**src/rtl/lp_rx_decoder_if.sv**
```systemverilog
`default_nettype none
// ============================================================================
//  Module      : lp_rx_decoder_if
//  Description : Bundle of the LP receive decoder's line inputs and decoded
//                outputs.
//                master : drives the lines and the enable, observes results
//                slave  : the decoder itself
//  Signals     : lines_enable  decoder enable
//                LP_p_input    asynchronous LP Dp line
//                LP_n_input    asynchronous LP Dn line
//                rx_data       received LPDT byte (qualified by rx_valid)
//                rx_valid      one-cycle pulse per received LPDT byte
//                rx_eot        one-cycle pulse at a clean end of an LPDT burst
//                esc_cmd       last decoded escape entry command (held)
//                esc_cmd_valid one-cycle pulse when esc_cmd updates
//                hs_rqst       one-cycle pulse on an HS request sequence
//                err_sync      one-cycle pulse on stop with a partial byte
//                err_timeout   one-cycle pulse on watchdog expiry
//                active        high outside DISABLED and STOP
//  Revision    : 1.0 - initial release
// ============================================================================
interface lp_rx_decoder_if;
    logic       lines_enable;
    logic       LP_p_input;
    logic       LP_n_input;
    logic [7:0] rx_data;
    logic       rx_valid;
    logic       rx_eot;
    logic [7:0] esc_cmd;
    logic       esc_cmd_valid;
    logic       hs_rqst;
    logic       err_sync;
    logic       err_timeout;
    logic       active;

    modport master (
        output lines_enable, LP_p_input, LP_n_input,
        input  rx_data, rx_valid, rx_eot, esc_cmd, esc_cmd_valid,
               hs_rqst, err_sync, err_timeout, active
    );

    modport slave (
        input  lines_enable, LP_p_input, LP_n_input,
        output rx_data, rx_valid, rx_eot, esc_cmd, esc_cmd_valid,
               hs_rqst, err_sync, err_timeout, active
    );
endinterface
`default_nettype wire

```
**src/rtl/lp_rx_decoder.sv**
```systemverilog
`default_nettype none
// ============================================================================
//  Module      : lp_rx_decoder
//  Description : Low-power line-state receiver. Synchronizes and deglitches
//                the Dp/Dn pair, then decodes stop / HS request / escape
//                entry / escape command / LPDT byte sequences from changes of
//                the filtered line state.
//  Ports       : clk_sys   single clock, everything on its rising edge
//                rst_n     synchronous active-low reset
//                bus       lp_rx_decoder_if.slave (lines in, results out)
//  Parameters  : FILTER_LEN cycles a synchronized pair must hold (1..15)
//                TIMEOUT    watchdog reload value
//  Revision    : 1.0 - initial release
// ============================================================================
module lp_rx_decoder #(
    parameter int         FILTER_LEN = 2,
    parameter logic [7:0] TIMEOUT    = 8'd255
) (
    input  logic           clk_sys,
    input  logic           rst_n,
    lp_rx_decoder_if.slave bus
);

    // Line states, encoded {p, n}
    localparam logic [1:0] LP11 = 2'b11;
    localparam logic [1:0] LP10 = 2'b10;
    localparam logic [1:0] LP01 = 2'b01;
    localparam logic [1:0] LP00 = 2'b00;

    localparam logic [3:0] FLEN = 4'(FILTER_LEN);

    typedef enum logic [3:0] {
        STATE_DISABLED  = 4'd0,
        STATE_STOP      = 4'd1,
        STATE_HS_RQST   = 4'd2,
        STATE_HS_WAIT   = 4'd3,
        STATE_ESC_10    = 4'd4,
        STATE_ESC_00A   = 4'd5,
        STATE_ESC_01    = 4'd6,
        STATE_ESC_00B   = 4'd7,
        STATE_ESC_CMD   = 4'd8,
        STATE_LPDT      = 4'd9,
        STATE_WAIT_STOP = 4'd10
    } state_t;

    // ------------------------------------------------------------------
    // Two-flop synchronizer, both lines idle high
    // ------------------------------------------------------------------
    logic [1:0] meta_q;
    logic [1:0] sync_q;

    always_ff @(posedge clk_sys) begin
        if (!rst_n) begin
            meta_q <= LP11;
            sync_q <= LP11;
        end else begin
            meta_q <= {bus.LP_p_input, bus.LP_n_input};
            sync_q <= meta_q;
        end
    end

    // ------------------------------------------------------------------
    // Stability filter. cand_q is the most recent synchronized value and
    // stab_q how many consecutive cycles it has been seen (saturating at
    // FLEN). The filtered state takes the candidate on the cycle the count
    // reaches FLEN, giving a pin-to-filtered latency of 2 + FILTER_LEN.
    // ------------------------------------------------------------------
    logic [1:0] cand_q;
    logic [3:0] stab_q;
    logic [1:0] filt_q;
    logic [1:0] filt_prev_q;

    always_ff @(posedge clk_sys) begin
        if (!rst_n) begin
            cand_q      <= LP11;
            stab_q      <= FLEN;
            filt_q      <= LP11;
            filt_prev_q <= LP11;
        end else begin
            filt_prev_q <= filt_q;
            if (sync_q != cand_q) begin
                cand_q <= sync_q;
                stab_q <= 4'd1;
                if (FLEN == 4'd1) begin
                    filt_q <= sync_q;
                end
            end else if (stab_q < FLEN) begin
                stab_q <= stab_q + 4'd1;
                if (stab_q + 4'd1 == FLEN) begin
                    filt_q <= sync_q;
                end
            end
        end
    end

    // ------------------------------------------------------------------
    // Decoder
    // ------------------------------------------------------------------
    state_t     state_q;
    // Only seven bits are held: the eighth bit of a byte completes it and
    // goes straight to the output register together with these seven.
    logic [6:0] shift_q;
    logic [2:0] bitcnt_q;
    logic       mark_pend_q;   // a mark was seen, waiting for LP-00 to commit
    logic       mark_bit_q;    // value of the pending mark
    logic [7:0] wd_q;

    logic [7:0] rx_data_q;
    logic       rx_valid_q;
    logic       rx_eot_q;
    logic [7:0] esc_cmd_q;
    logic       esc_cmd_valid_q;
    logic       hs_rqst_q;
    logic       err_sync_q;
    logic       err_timeout_q;

    logic       w_event;
    logic       w_is_mark;
    logic [7:0] w_byte_d;
    logic       w_wd_reload;

    assign w_event     = (filt_q != filt_prev_q);
    assign w_is_mark   = (filt_q == LP10) || (filt_q == LP01);
    assign w_byte_d    = {shift_q, mark_bit_q};
    assign w_wd_reload = w_event
                      || (state_q == STATE_STOP)
                      || (state_q == STATE_DISABLED)
                      || (state_q == STATE_HS_WAIT);

    always_ff @(posedge clk_sys) begin
        if (!rst_n) begin
            state_q         <= STATE_DISABLED;
            shift_q         <= 7'd0;
            bitcnt_q        <= 3'd0;
            mark_pend_q     <= 1'b0;
            mark_bit_q      <= 1'b0;
            wd_q            <= TIMEOUT;
            rx_data_q       <= 8'd0;
            rx_valid_q      <= 1'b0;
            rx_eot_q        <= 1'b0;
            esc_cmd_q       <= 8'd0;
            esc_cmd_valid_q <= 1'b0;
            hs_rqst_q       <= 1'b0;
            err_sync_q      <= 1'b0;
            err_timeout_q   <= 1'b0;
        end else begin
            rx_valid_q      <= 1'b0;
            rx_eot_q        <= 1'b0;
            esc_cmd_valid_q <= 1'b0;
            hs_rqst_q       <= 1'b0;
            err_sync_q      <= 1'b0;
            err_timeout_q   <= 1'b0;

            if (!bus.lines_enable) begin
                state_q     <= STATE_DISABLED;
                mark_pend_q <= 1'b0;
                wd_q        <= TIMEOUT;
            end else begin
                case (state_q)
                    STATE_DISABLED: begin
                        shift_q     <= 7'd0;
                        bitcnt_q    <= 3'd0;
                        mark_pend_q <= 1'b0;
                        if (filt_q == LP11) begin
                            state_q <= STATE_STOP;
                        end
                    end

                    // Byte assembly is held clear for as long as we idle in
                    // stop, so every burst starts from an empty register.
                    STATE_STOP: begin
                        shift_q     <= 7'd0;
                        bitcnt_q    <= 3'd0;
                        mark_pend_q <= 1'b0;
                        if (w_event) begin
                            case (filt_q)
                                LP01:    state_q <= STATE_HS_RQST;
                                LP10:    state_q <= STATE_ESC_10;
                                LP00:    state_q <= STATE_WAIT_STOP;
                                default: state_q <= STATE_STOP;
                            endcase
                        end
                    end

                    STATE_HS_RQST: begin
                        if (w_event) begin
                            if (filt_q == LP00) begin
                                state_q   <= STATE_HS_WAIT;
                                hs_rqst_q <= 1'b1;
                            end else if (filt_q == LP11) begin
                                state_q <= STATE_STOP;
                            end else begin
                                state_q <= STATE_WAIT_STOP;
                            end
                        end
                    end

                    STATE_HS_WAIT: begin
                        if (w_event && (filt_q == LP11)) begin
                            state_q <= STATE_STOP;
                        end
                    end

                    STATE_ESC_10: begin
                        if (w_event) begin
                            if (filt_q == LP00)      state_q <= STATE_ESC_00A;
                            else if (filt_q == LP11) state_q <= STATE_STOP;
                            else                     state_q <= STATE_WAIT_STOP;
                        end
                    end

                    STATE_ESC_00A: begin
                        if (w_event) begin
                            if (filt_q == LP01)      state_q <= STATE_ESC_01;
                            else if (filt_q == LP11) state_q <= STATE_STOP;
                            else                     state_q <= STATE_WAIT_STOP;
                        end
                    end

                    STATE_ESC_01: begin
                        if (w_event) begin
                            if (filt_q == LP00)      state_q <= STATE_ESC_00B;
                            else if (filt_q == LP11) state_q <= STATE_STOP;
                            else                     state_q <= STATE_WAIT_STOP;
                        end
                    end

                    STATE_ESC_00B: begin
                        if (w_event) begin
                            if (filt_q == LP11) begin
                                state_q <= STATE_STOP;
                            end else if (w_is_mark) begin
                                state_q     <= STATE_ESC_CMD;
                                mark_pend_q <= 1'b1;
                                mark_bit_q  <= (filt_q == LP10);
                            end else begin
                                state_q <= STATE_WAIT_STOP;
                            end
                        end
                    end

                    // Command and data bits share one decoder; only what
                    // happens on a completed byte and on stop differs.
                    STATE_ESC_CMD, STATE_LPDT: begin
                        if (w_event) begin
                            if (filt_q == LP11) begin
                                // A pending mark followed by stop is not a bit.
                                state_q <= STATE_STOP;
                                if (bitcnt_q != 3'd0) begin
                                    err_sync_q <= 1'b1;
                                end else if (state_q == STATE_LPDT) begin
                                    rx_eot_q <= 1'b1;
                                end
                            end else if (!mark_pend_q) begin
                                if (w_is_mark) begin
                                    mark_pend_q <= 1'b1;
                                    mark_bit_q  <= (filt_q == LP10);
                                end
                            end else if (filt_q == LP00) begin
                                mark_pend_q <= 1'b0;
                                shift_q     <= w_byte_d[6:0];
                                bitcnt_q    <= bitcnt_q + 3'd1;   // 7 wraps to 0
                                if (bitcnt_q == 3'd7) begin
                                    if (state_q == STATE_ESC_CMD) begin
                                        esc_cmd_q       <= w_byte_d;
                                        esc_cmd_valid_q <= 1'b1;
                                        state_q <= (w_byte_d == 8'hE1) ? STATE_LPDT
                                                                       : STATE_WAIT_STOP;
                                    end else begin
                                        rx_data_q  <= w_byte_d;
                                        rx_valid_q <= 1'b1;
                                    end
                                end
                            end else begin
                                // Mark straight into the opposite mark.
                                state_q <= STATE_WAIT_STOP;
                            end
                        end
                    end

                    STATE_WAIT_STOP: begin
                        if (w_event && (filt_q == LP11)) begin
                            state_q <= STATE_STOP;
                        end
                    end

                    default: state_q <= STATE_WAIT_STOP;
                endcase

                // Watchdog. Expiry can only coincide with a cycle without an
                // event, when the case above left the state untouched.
                if (w_wd_reload) begin
                    wd_q <= TIMEOUT;
                end else if (wd_q == 8'd0) begin
                    err_timeout_q <= 1'b1;
                    state_q       <= STATE_WAIT_STOP;
                    wd_q          <= TIMEOUT;
                end else begin
                    wd_q <= wd_q - 8'd1;
                end
            end
        end
    end

    assign bus.rx_data       = rx_data_q;
    assign bus.rx_valid      = rx_valid_q;
    assign bus.rx_eot        = rx_eot_q;
    assign bus.esc_cmd       = esc_cmd_q;
    assign bus.esc_cmd_valid = esc_cmd_valid_q;
    assign bus.hs_rqst       = hs_rqst_q;
    assign bus.err_sync      = err_sync_q;
    assign bus.err_timeout   = err_timeout_q;
    assign bus.active        = (state_q != STATE_DISABLED) && (state_q != STATE_STOP);

endmodule
`default_nettype wire

```
**src/flat_wrapper.sv**
```systemverilog
// flat-port wrapper written by rule: the top's interface ports become plain ports
module lp_rx_decoder_flat 
#(
    parameter int         FILTER_LEN = 2,
    parameter logic [7:0] TIMEOUT    = 8'd255
)
  (clk_sys, rst_n, bus_lines_enable, bus_LP_p_input, bus_LP_n_input, bus_rx_data, bus_rx_valid, bus_rx_eot, bus_esc_cmd, bus_esc_cmd_valid, bus_hs_rqst, bus_err_sync, bus_err_timeout, bus_active);
  lp_rx_decoder_if bus_i ();
  input  logic clk_sys;
  input  logic rst_n;
  input wire logic [$bits(bus_i.lines_enable)-1:0] bus_lines_enable;
  input wire logic [$bits(bus_i.LP_p_input)-1:0] bus_LP_p_input;
  input wire logic [$bits(bus_i.LP_n_input)-1:0] bus_LP_n_input;
  output wire logic [$bits(bus_i.rx_data)-1:0] bus_rx_data;
  output wire logic [$bits(bus_i.rx_valid)-1:0] bus_rx_valid;
  output wire logic [$bits(bus_i.rx_eot)-1:0] bus_rx_eot;
  output wire logic [$bits(bus_i.esc_cmd)-1:0] bus_esc_cmd;
  output wire logic [$bits(bus_i.esc_cmd_valid)-1:0] bus_esc_cmd_valid;
  output wire logic [$bits(bus_i.hs_rqst)-1:0] bus_hs_rqst;
  output wire logic [$bits(bus_i.err_sync)-1:0] bus_err_sync;
  output wire logic [$bits(bus_i.err_timeout)-1:0] bus_err_timeout;
  output wire logic [$bits(bus_i.active)-1:0] bus_active;
  assign bus_i.lines_enable = bus_lines_enable;
  assign bus_i.LP_p_input = bus_LP_p_input;
  assign bus_i.LP_n_input = bus_LP_n_input;
  assign bus_rx_data = bus_i.rx_data;
  assign bus_rx_valid = bus_i.rx_valid;
  assign bus_rx_eot = bus_i.rx_eot;
  assign bus_esc_cmd = bus_i.esc_cmd;
  assign bus_esc_cmd_valid = bus_i.esc_cmd_valid;
  assign bus_hs_rqst = bus_i.hs_rqst;
  assign bus_err_sync = bus_i.err_sync;
  assign bus_err_timeout = bus_i.err_timeout;
  assign bus_active = bus_i.active;
  lp_rx_decoder #(.FILTER_LEN(FILTER_LEN), .TIMEOUT(TIMEOUT)) u_core (.clk_sys(clk_sys), .rst_n(rst_n), .bus(bus_i));
endmodule
```
**config.mk**
```make
export PLATFORM = sky130hd
export DESIGN_NAME = lp_rx_decoder_flat
export DESIGN_NICKNAME = d
export VERILOG_FILES = /design/src/rtl/lp_rx_decoder_if.sv /design/src/rtl/lp_rx_decoder.sv /design/src/flat_wrapper.sv
export SDC_FILE = /design/constraint.sdc
export NUM_CORES = 1
export LEC_CHECK = 0
export CAP_MARGIN = 20
export CORE_MARGIN = 5
export CORE_UTILIZATION = 30
export CTS_BUF_LIST = sky130_fd_sc_hd__clkbuf_8 sky130_fd_sc_hd__clkbuf_16
export DETAILED_ROUTE_END_ITERATION = 6
export GPL_ROUTABILITY_DRIVEN = 1
export PLACE_DENSITY = 0.48
export REMOVE_ABC_BUFFERS = 1
export SLEW_MARGIN = 40
export SYNTH_ARGS = -nofsm -noshare
export SYNTH_HDL_FRONTEND = slang
export SYNTH_SLANG_ARGS = --single-unit
```
**constraint.sdc**
```tcl
create_clock -name clk_sys -period 4.01 [get_ports clk_sys]
set_input_delay 1.0025 -clock clk_sys [delete_from_list [all_inputs] [get_ports clk_sys]]
set_output_delay 1.0025 -clock clk_sys [all_outputs]
set_load 0.01 [all_outputs]
```
* Yosys cells after proc, flatten, opt, wreduce, memory -nomap -nowiden *
Cells that the tools add are included.

word-level totals
  flip-flop bits (word level) = 60
  input port bits = 5
  output and inout bits = 23
  logic and storage cells = 154

cells by class
  add/subtract/negate cells = 3
  order comparisons = 1
  equal/unequal tests = 27
  multiplexer cells = 60
  bitwise logic cells = 10
  reduce and logical (&&, ||, !) cells = 32

operators by type and width
  cell                                                                number
  4-bit 2-to-1 mux                                                    22
  4-bit one-hot mux with 9 select lines                               1
  7-bit 2-to-1 mux                                                    4
  1-bit 2-to-1 mux                                                    20
  4-bit by 3-bit == test with 1-bit output, second input constant     4
  8-bit AND reduction                                                 2
  7-bit one-hot mux with 2 select lines                               1
  4-bit by 2-bit == test with 1-bit output, second input constant     3
  4-bit == test, second input constant                                3
  3-bit 2-to-1 mux                                                    4
  4-bit one-hot mux with 3 select lines                               1
  6-bit AND reduction                                                 2
  2-bit by 1-bit != test with 1-bit output, second input constant     5
  1-bit NOT                                                           10
  8-bit == test, second input constant                                1
  8-bit logical NOT                                                   1
  2-bit 2-to-1 mux                                                    4
  2-bit OR reduction                                                  4
  8-bit OR reduction                                                  1
  8-bit by 1-bit subtractor with 8-bit output, second input constant  1
  7-bit AND reduction                                                 1
  2-bit != test, second input constant                                3
  3-bit one-hot mux with 2 select lines                               1
  2-bit nonzero test                                                  3
  other kinds (24)                                                    31

* Longest topological paths before layout *
  depth after elaboration = 11
  gate-level depth with buffers = 8
  gate-level depth less buffers = 7

* Worst setup path before layout *
Ideal clock, no wire load.

  kind = input port to flip-flop
  start point = input port rst_n
  end point = register u_core.wd_q[0]
  setup time = 0.128 ns
  arrival time = 1.952 ns
  required time = 3.882 ns
  slack = 1.930 ns
  stages on the path = 5
  buffers on the path = 1
  cell sequence = clkdlybuf4s18_1 > and2_2 > nand3_1 > nor2_1 > nand2_1

on the way
  longest elaborated chain between the ends = 2

RTL lines
  item                                 RTL line              RTL
  from (decl)                          flat_wrapper.sv:10    input logic rst_n;
  1-bit NOT (no source line)           n/a
  4-bit OR reduction (no source line)  n/a
  to (signal assigned)                 lp_rx_decoder.sv:299  wd_q <= wd_q - 8'd1;
  to (decl)                            lp_rx_decoder.sv:106  logic [7:0] wd_q;

Every way passes these cells.
A chain may end at the register's enable or synchronous reset.

* Final worst setup path *
  start point = register u_core.state_q[1]
  end point = output port bus_active

on the way
  longest elaborated chain between the ends = 2
  elaborated cells on any way between the ends = 3
  those cells by class = 1 x eq/ne; 2 x reduce/logical

RTL lines
  item                                                                            RTL line              RTL
  from (decl)                                                                     lp_rx_decoder.sv:99   state_t state_q;
  from (signal assigned)                                                          lp_rx_decoder.sv:132  state_q <= STATE_DISABLED;
  from (signal assigned)                                                          lp_rx_decoder.sv:155  state_q <= STATE_DISABLED;
  from (signal assigned)                                                          lp_rx_decoder.sv:165  state_q <= STATE_STOP;
  4-bit by 1-bit != test with 1-bit output or 4-bit nonzero test (tied branches)  lp_rx_decoder.sv:313  assign bus.active = (state_q != STATE_DISABLED) && (state_q != STATE_STOP);
  1-bit logical AND *                                                             lp_rx_decoder.sv:313
  to (decl)                                                                       flat_wrapper.sv:22    output wire logic [$bits(bus_i.active)-1:0] bus_active;

Mark *: on every way between the ends. The rest lies on a longest branch, timed or not.

==> metrics.csv <==
metric,value,unit
drc,0,
num_vias,2232,
antenna_found_initial,0,
cts_tree,yes,
grt_pass1_wl,10700,um
cellInternalPower,0.907,mW
io_buffers,27,
criticalPathCategory,reg -> out,
die_w,108,um
cts.sinks,60,
tightest_slew,0.603,ns
ff_latch_area,1200,um^2
final.setup.tns,0,ns
syn_inst,315,
post-cts-setup-buffers,0,
dr.first_iter.drc_count,114,
start_kind,flop,
cts-root-buf,clkbuf_8,
power,1.19,mW
synth.area.top_cells,"dfxtp_1, mux2i_1, ha_1, nand2_1, nor2b_1",
coreArea,9330,um^2
grt_pass1_vias,2221,
fmax,337,MHz
post-route-util,0.373,
worst_ep_required_time,3.01,ns
ys_warn_count,0,
layout.nets,360,
io_pins,28,
drive_above_1_share,0.0893,
drv_slew,0,
hp-class,reg -> reg,
antenna_left,0,
hold_buffers,0,
chipHeight,108,um
insertion_delay,0.34,ns
place_inst,460,
place_area,3280,um^2
seqPwrFrac,0.513,
cts_buffers,9,
end_kind,primary output,
cts_buffer_depth,2,
avgSynthCellArea,9.18,um^2
h-tree-depth,3,
ys_ff_latch,60,
dieArea,11700,um^2
cts-resized-gates,0,
critical_path_arrival,1.96,ns
hold_viol,0,
maxCapViolCount,0,
fillers,950,
yosysSeqAreaShare,0.415,
drt-wirelength-per-cell,13.1,um
critPathMaxFanout,17,
relSlewSlack,0.597,
clock_skew,0.00751,ns
row_count,35,
yosysTopAreaCellShare,0.415,
drt_first_pass_iters,4,
fin_crit_sh,0.740,
ir_drop,0.220,mV
antenna_cells,0,
final_cell_area,3470,um^2
viasPerCell,4.69,
synth_top_area_cell,dfxtp_1,
clk_pin_slew,0.07,ns
setup_violations,0,
rsz0062_at_grt,no,
synthFlopType,dfxtp_1,
overflow,0,
post-dp-hpwl,4230,um
fin_cells,476,
cellLeakagePower,1.24,nW
fin_crit,2.97,ns
initial_core_util,0.310,
routed_wl,6220,um
p_sw,0.279,mW
globalRouteTotalUtil,0.114,
synth_edf_count,0,
power_density,341,nW/um^2
p_sw_frac,0.235,
multi_input_area,1560,um^2
combPwrFrac,0.038,
finalWeightedCongestion,0.881,
syn2layout_area_growth,20.1,%
p_clk_frac,0.449,
async_reset_ff_frac,0,
grt_max_degree,45,
syn_area,2890,um^2
status,completed,
ys_types,56,
## area by class of cell
cell class | instances | area share
clock buffer | 9 | 0.0357
clock inverter | 7 | 0.0198
inverter | 15 | 0.0162
multi-input combinational | 224 | 0.448
sequential | 60 | 0.346
tap | 129 | 0.0465
timing repair buffer | 32 | 0.0886
## cell usage after synthesis (all sizes together), types with 3 or more instances
| master | n |
|---|---|
| buf | 6 |
| xnor2 | 9 |
| clkbuf | 9 |
| a221oi | 3 |
| nor4 | 5 |
| nand3 | 13 |
| nor2 | 16 |
| ha | 13 |
| o21ai | 6 |
| nand2b | 10 |
| nor2b | 20 |
| dfxtp | 60 |
| a21oi | 8 |
| inv | 14 |
| nor3 | 5 |
| a21boi | 11 |
| a2bb2oi | 3 |
| a31oi | 3 |
| o211ai | 4 |
| mux2i | 20 |
| xor2 | 5 |
| nand2 | 39 |
## metal layers
| layer | global-route usage | up-vias | part of all wire | wire length [um] |
|---|---|---|---|---|
| li1 | - | 1145 | - | - |
| met1 | 0.153 | 1016 | 0.48 | 3010 |
| met4 | 0.0631 | 0 | 0.022 | 136 |
| met3 | 0.0304 | 11 | 0.059 | 365 |
| met5 | 0 | - | 0 | 0 |
| met2 | 0.167 | 60 | 0.43 | 2700 |
## flip-flops by register name, summed over array words and instances (netlist names), 2 cells and up
signal,count
u_core.bitcnt_q,3
u_core.sync_q,2
u_core.stab_q,4
u_core.filt_q,2
u_core.bus.rx_data,8
u_core.cand_q,2
u_core.meta_q,2
u_core.wd_q,8
u_core.filt_prev_q,2
u_core.shift_q,7
u_core.bus.esc_cmd,8
u_core.state_q,4
## power by group through the flow
stage	Sequential, mW	Combinational [mW]	Clock [mW]
after floorplan	0.620	0.0280	0
after global placement	0.622	0.0454	0
after detailed placement	0.622	0.0455	0
after CTS	0.608	0.0457	0.555
after global routing	0.610	0.0512	0.577
final	0.609	0.0452	0.532
## worst paths after layout
path                     start                end  slack, ns  cells past startpoint
max          u_core.state_q[1]         bus_active       1.04                      3
min           u_core.meta_q[0]   u_core.sync_q[0]       0.41                      1
max reg2reg   u_core.filt_q[0]  u_core.shift_q[2]       2.04                      7
min reg2reg   u_core.meta_q[0]   u_core.sync_q[0]       0.41                      1
## cells in the final DEF, fill, tap and decap left out, types with 4 or more instances in the layout
| master | count |
|---|---|
| nor3_1 | 4 |
| nor4_1 | 4 |
| a21oi_1 | 8 |
| nor2_1 | 16 |
| nand3_1 | 13 |
| mux2i_1 | 20 |
| inv_1 | 15 |
| clkbuf_8 | 9 |
| a21boi_0 | 10 |
| nand2_1 | 38 |
| xor2_1 | 5 |
| ha_1 | 13 |
| buf_4 | 5 |
| nand2b_1 | 10 |
| nor2b_1 | 20 |
| clkdlybuf4s50_1 | 27 |
| o21ai_0 | 6 |
| dfxtp_1 | 60 |
| xnor2_1 | 9 |
## worst max-delay path, cell delays in order (launching register included)
cell and delay, ns:
dfxtp_1 0.68, nor2_1 0.27, nand2_1 0.13, clkdlybuf4s50_1 0.54
## stage by stage
step           worst slack (ns)  hold WS [ns]
2_1_floorplan              1.22         0.386
3_3_place_gp               1.37         0.389
3_5_place_dp               1.35         0.396
5_1_grt                   0.933         0.451
4_1_cts                    1.06         0.413
6_report                   1.04         0.410
## cell families (layout without fill, tap and decap cells)
group,count (synthesis),in the layout,synth area share
AO/OA/AOI/OAI,50,50,0.128
XOR/XNOR,14,14,0.0424
adder cells (fa/ha/maj),14,14,0.0597
buffers and inverters,31,63,0.0510
flip-flops,60,60,0.415
multiplexers,21,21,0.0731
AND/OR/NAND/NOR,125,125,0.231
Power figures use the tool's default switching activity.
